### config.mk
export PLATFORM = sky130hd
export DESIGN_NAME = trd_sched
export DESIGN_NICKNAME = d
export VERILOG_FILES = /design/src/rtl/trd_sched.sv
export SDC_FILE = /design/constraint.sdc
export NUM_CORES = 1
export LEC_CHECK = 0
export ABC_AREA = 1
export CAP_MARGIN = 10
export CORE_MARGIN = 4
export CORE_UTILIZATION = 25
export DETAILED_ROUTE_END_ITERATION = 7
export DONT_BUFFER_PORTS = 1
export PLACE_DENSITY = 0.44
export SLEW_MARGIN = 20
export SYNTH_ARGS = -nofsm -noshare
export SYNTH_HDL_FRONTEND = slang
export SYNTH_SLANG_ARGS = --single-unit
export TNS_END_PERCENT = 5
### constraint.sdc
create_clock -name clk -period 3.6 [get_ports clk]
set_input_delay 0.36 -clock clk [delete_from_list [all_inputs] [get_ports clk]]
set_output_delay 0.36 -clock clk [all_outputs]
set_load 0.005 [all_outputs]
### src/rtl/trd_sched.sv
// Eight-thread fetch scheduler: thread lifecycle (spawn/kill/halt/resume) plus
// a round-robin fetch grant with a per-thread quantum.
module trd_sched #(
   parameter int unsigned QUANTUM = 1
) (
   input  logic       clk,
   input  logic       rst_n,
   input  logic       running,
   input  logic       spawn_req,
   input  logic [2:0] spawn_parent,
   output logic       spawn_ack,
   output logic [2:0] spawn_trd,
   input  logic       kill_req,
   input  logic [2:0] kill_trd,
   input  logic       alu_exp,
   input  logic [2:0] alu_trd,
   input  logic       inv_op,
   input  logic [2:0] inv_op_trd,
   input  logic       breakpoint,
   input  logic [2:0] bp_trd,
   input  logic       resume,
   input  logic [2:0] resume_trd,
   input  logic [7:0] stall,
   output logic [7:0] valid_trd,
   output logic [7:0] run_trd,
   output logic [7:0] halted_trd,
   output logic       fetch_vld,
   output logic [2:0] insfetch_trd,
   output logic       trd_full,
   output logic       trd_of
);

   localparam int unsigned NT = 8;
   localparam int unsigned TW = 3;
   localparam int unsigned CW = 4;

   logic [CW-1:0] q_cnt, q_cnt_n;
   logic [NT-1:0] valid_n, run_n, halted_n, ready, halt_ev, res_ev, kill_ev;
   logic          ack_n, of_n, fvld_n, parent_ok, found;
   logic [TW-1:0] sid_n, free_id, fid_n, idx;

   assign trd_full = &valid_trd;
   assign ready    = valid_trd & run_trd & ~stall;

   // Thread lifecycle: kill overrides halt, halt overrides resume, resume overrides spawn
   always_comb begin
      valid_n  = valid_trd;
      run_n    = run_trd;
      halted_n = halted_trd;
      ack_n    = 1'b0;
      sid_n    = '0;
      of_n     = 1'b0;
      free_id  = '0;

      kill_ev = {NT{kill_req}} & (NT'(1) << kill_trd);
      halt_ev = (({NT{alu_exp}}    & (NT'(1) << alu_trd))
               | ({NT{inv_op}}     & (NT'(1) << inv_op_trd))
               | ({NT{breakpoint}} & (NT'(1) << bp_trd))) & valid_trd;
      res_ev  = {NT{resume}} & (NT'(1) << resume_trd) & valid_trd & halted_trd & ~halt_ev;

      run_n    = (run_n & ~halt_ev) | res_ev;
      halted_n = (halted_n | halt_ev) & ~res_ev;

      for (int i = NT - 1; i >= 0; i--) begin
         if (!valid_trd[i]) free_id = TW'(i);
      end

      // Allocation sees this cycle's valid set, so a slot being killed now is not reusable yet
      parent_ok = spawn_req & valid_trd[spawn_parent];
      if (parent_ok && trd_full) begin
         of_n = 1'b1;
      end else if (parent_ok && !kill_ev[free_id]) begin
         valid_n[free_id]  = 1'b1;
         run_n[free_id]    = 1'b1;
         halted_n[free_id] = 1'b0;
         ack_n             = 1'b1;
         sid_n             = free_id;
      end

      valid_n  = valid_n & ~kill_ev;
      run_n    = run_n & ~kill_ev;
      halted_n = halted_n & ~kill_ev;
   end

   // Round-robin grant; the current thread is the last candidate of the search
   always_comb begin
      fvld_n  = 1'b0;
      fid_n   = insfetch_trd;
      q_cnt_n = '0;
      found   = 1'b0;
      idx     = '0;
      if (running && (|ready)) begin
         if (fetch_vld && ready[insfetch_trd] && (q_cnt < CW'(QUANTUM))) begin
            fvld_n  = 1'b1;
            q_cnt_n = q_cnt + CW'(1);
         end else begin
            for (int unsigned i = 1; i <= NT; i++) begin
               idx = TW'(insfetch_trd + i);
               if (!found && ready[idx]) begin
                  found = 1'b1;
                  fid_n = idx;
               end
            end
            fvld_n  = 1'b1;
            q_cnt_n = CW'(1);
         end
      end
   end

   always_ff @(posedge clk or negedge rst_n) begin
      if (!rst_n) begin
         valid_trd    <= 8'h01;
         run_trd      <= 8'h01;
         halted_trd   <= '0;
         spawn_ack    <= 1'b0;
         spawn_trd    <= '0;
         trd_of       <= 1'b0;
         fetch_vld    <= 1'b0;
         insfetch_trd <= 3'd7;
         q_cnt        <= '0;
      end else begin
         valid_trd    <= valid_n;
         run_trd      <= run_n;
         halted_trd   <= halted_n;
         spawn_ack    <= ack_n;
         spawn_trd    <= sid_n;
         trd_of       <= of_n;
         fetch_vld    <= fvld_n;
         insfetch_trd <= fid_n;
         q_cnt        <= q_cnt_n;
      end
   end

endmodule

==> results.toml <==
[synthesis]
synthDistinctLibCells = 36
postSynthAreaPerCell_um2 = 6.393
yosysSeqAreaShare_pct = 31.91
synth_area_mm2 = 0.002922
async_flop_share_pct = 100.0
synth_flop_cell = "dfrtp_1"
synth_seq_cells = 37
synth_warnings = 0
syn_inst = 457
synth_edf_count = 0
synthesis.nets = 496

[place]
io_buffers = 0
place_inst = 594
dp_slack_ps = 885.2
place_congestion = 0.8963
dp.final_hpwl_um = 7878
place_area_mm2 = 0.003064

[sta]
tns_ps = 0
slew_headroom_pct = 54.95
worst_pin_slew_ps = 667.3
whs_ps = 283.0
skew_ps = 7.391
fmaxAchievable_mhz = 361.4
setup_viol = 0
final.period_utilization_pct = 76.86
rsz0062_at_grt = "false"
fin_crit_ps = 2767
slew_viol_final = 0
worst_slack_ps = 832.9
finalHoldViolCount = 0

[clock_network]
htree_num_levels = 2
path_clk_slew_ps = 60
clock_sinks = 37
numCtsBuffers = 5
insertion_delay_ps = 280
post_cts_buffers = 0
root_buffer = "clkbuf_16"
cts_hold_buffers = 2
cts_tree = "done"
clk_path_buf_depth = 2
post_cts_resized = 0

[critical_path]
startpoint_type = "register"
cp_cell_sequence = "inv_1 > ha_1 > inv_1 > nand3_1 > nand2_1 > o21ai_1 > nand2_1 > nor2_2 > nand2_2 > nor2_2 > nand2_1 > nand2_1 > nand2_1 > a21oi_1"
crit_path_max_incr_delay_ps = 650
critPathMaxFanout = 9
crit_required_ps = 3810
critical_path.slowest_cell = "dfstp_2"
crit_buf_inv = 2
worstRegToRegCells = 14
worstSetupEndpointType = "register"
r2r-start = "insfetch_trd[1]"
crit_family = "simple AND/OR/NAND/NOR gates"
crit_top_cell = "nand2_1"
r2r-end = "insfetch_trd[2]"
r2r_slack_ps = 830
path_class = "register to register"
worstPathArrival_ps = 2970

[grt]
gr-usage-all-layers_pct = 14.51
antenna_found_initial = 0
first_global_vias = 2860
grt_overflow_total = 0
grt_pass1_wl_um = 15170
grt_max_degree = 38

[power_and_ir_drop]
powerDensity_mw_per_mm2 = 884.7
total_leakage_power_nw = 1.630
ir_drop_mv = 0.5887

[worst_hold_path]
hp-start = "running"
hold_class = "primary input to register"
min_to = "fetch_vld"
hold_depth = 2

[final_layout]
fin_area_mm2 = 0.003252
n_antenna_cell = 0
layout-drive-gt1-share_pct = 8.460
fin_cells = 604
n_fill_cell = 1298
layout_common_cells = "124 x nand2_1, 73 x inv_1, 46 x nor2_1"
syn_to_final_growth_pct = 11.31
multi_input_comb_area_mm2 = 0.001664
register_area_um2 = 932.1
final_nets = 499
mostFrequentLayoutCell = "nand2_1"

[detailed_routing]
drc = 0
drt_pre_antenna_iters = 4
detail_route.vias_per_cell = 4.902
routed_wl_um = 9574
drt_iter0_drc = 269
ant_nets = 0
post_drt_wl_per_cell_um = 15.85
num_vias = 2961

[floorplanning]
die_area_mm2 = 0.01348
die_w_um = 116.1
die_h_um = 116.1
start_util_pct = 25.59
num_rows = 39
io_pins = 69
core_area_mm2 = 0.01142

[status]
outcome = "complete, no violations"

[job]
maxCapViolCount = 0
[worst max-delay path by stage]
| stage | cells after the start | to | slack (ps) | start |
|---|---|---|---|---|
| after floorplan | 17 | insfetch_trd[2] | 1020 | insfetch_trd[0] |
| after global placement | 15 | insfetch_trd[2] | 970 | insfetch_trd[0] |
| after detailed placement | 14 | insfetch_trd[2] | 890 | insfetch_trd[1] |
| after CTS | 14 | insfetch_trd[2] | 870 | insfetch_trd[1] |
| after global routing | 14 | insfetch_trd[1] | 590 | insfetch_trd[1] |
| final | 14 | insfetch_trd[2] | 830 | insfetch_trd[1] |
[routing by layer]
metal	up-vias	share of wire [%]	track usage (%)
met3	9	8.6	4.301
met1	1370	45	19.24
met4	0	1.2	3.094
met5	-	0	0
li1	1477	-	-
met2	105	45	23.55
[through the flow]
stage | util, % | total power [mW]
after floorplan | - | 2.023
after detailed placement | 26.84 | 2.412
after CTS | 28.48 | 2.897
final | 28.48 | 2.877
after global placement | 26.84 | 2.429
after global routing | 28.48 | 3.181
[registers in the layout, indices dropped and copies added, names as in the netlist]
register,count
valid_trd,8
trd_of,1
spawn_ack,1
q_cnt,4
insfetch_trd,3
spawn_trd,3
run_trd,8
fetch_vld,1
halted_trd,8
[synthesized netlist by cell type (all sizes together) (2+ instances only)]
library cell / instances / area, µm²
nand2: 128 / 490.5
inv: 77 / 289.0
nor2: 53 / 236.5
nand3: 49 / 270.3
o21ai: 33 / 165.2
dfrtp: 32 / 800.8
a21oi: 26 / 137.6
nor4: 9 / 56.30
nand4: 7 / 43.79
o21a: 6 / 45.04
buf: 5 / 32.53
dfstp: 5 / 131.4
ha: 4 / 50.05
a31oi: 3 / 18.77
nor3: 3 / 15.01
o211ai: 2 / 15.01
o311ai: 2 / 17.52
o31ai: 2 / 15.01
xor2: 2 / 32.53
[layout make-up]
type	count	share of cell area, %
Multi-Input combinational cell	337	51.17
Sequential cell	37	28.66
Clock inverter	1	0.1539
Timing Repair Buffer	2	0.9234
Inverter	77	8.888
Tap cell	143	5.502
Clock buffer	7	4.694
[logic make-up (layout without fill, tap and decap cells)]
group | Yosys count | after routing | share of synthesized area [%]
flip-flops | 37 | 37 | 31.91
adder cells (fa/ha/maj) | 4 | 4 | 1.713
XOR/XNOR | 3 | 3 | 1.413
other | 1 | 1 | 0.1284
AND/OR/NAND/NOR | 251 | 251 | 38.50
buffers and inverters | 83 | 87 | 11.13
AO/OA/AOI/OAI | 78 | 78 | 15.20
[where the power goes]
| part | switching [mW] | total, mW | internal (mW) | leakage [nW] |
|---|---|---|---|---|
| Sequential | 0.239 | 0.818 | 0.578 | 0.468 |
| Clock | 0.159 | 0.452 | 0.293 | 0.0799 |
| Combinational | 1.09 | 1.61 | 0.515 | 1.08 |
| Total | 1.49 | 2.88 | 1.39 | 1.63 |
(Power assumes the default switching activity.)
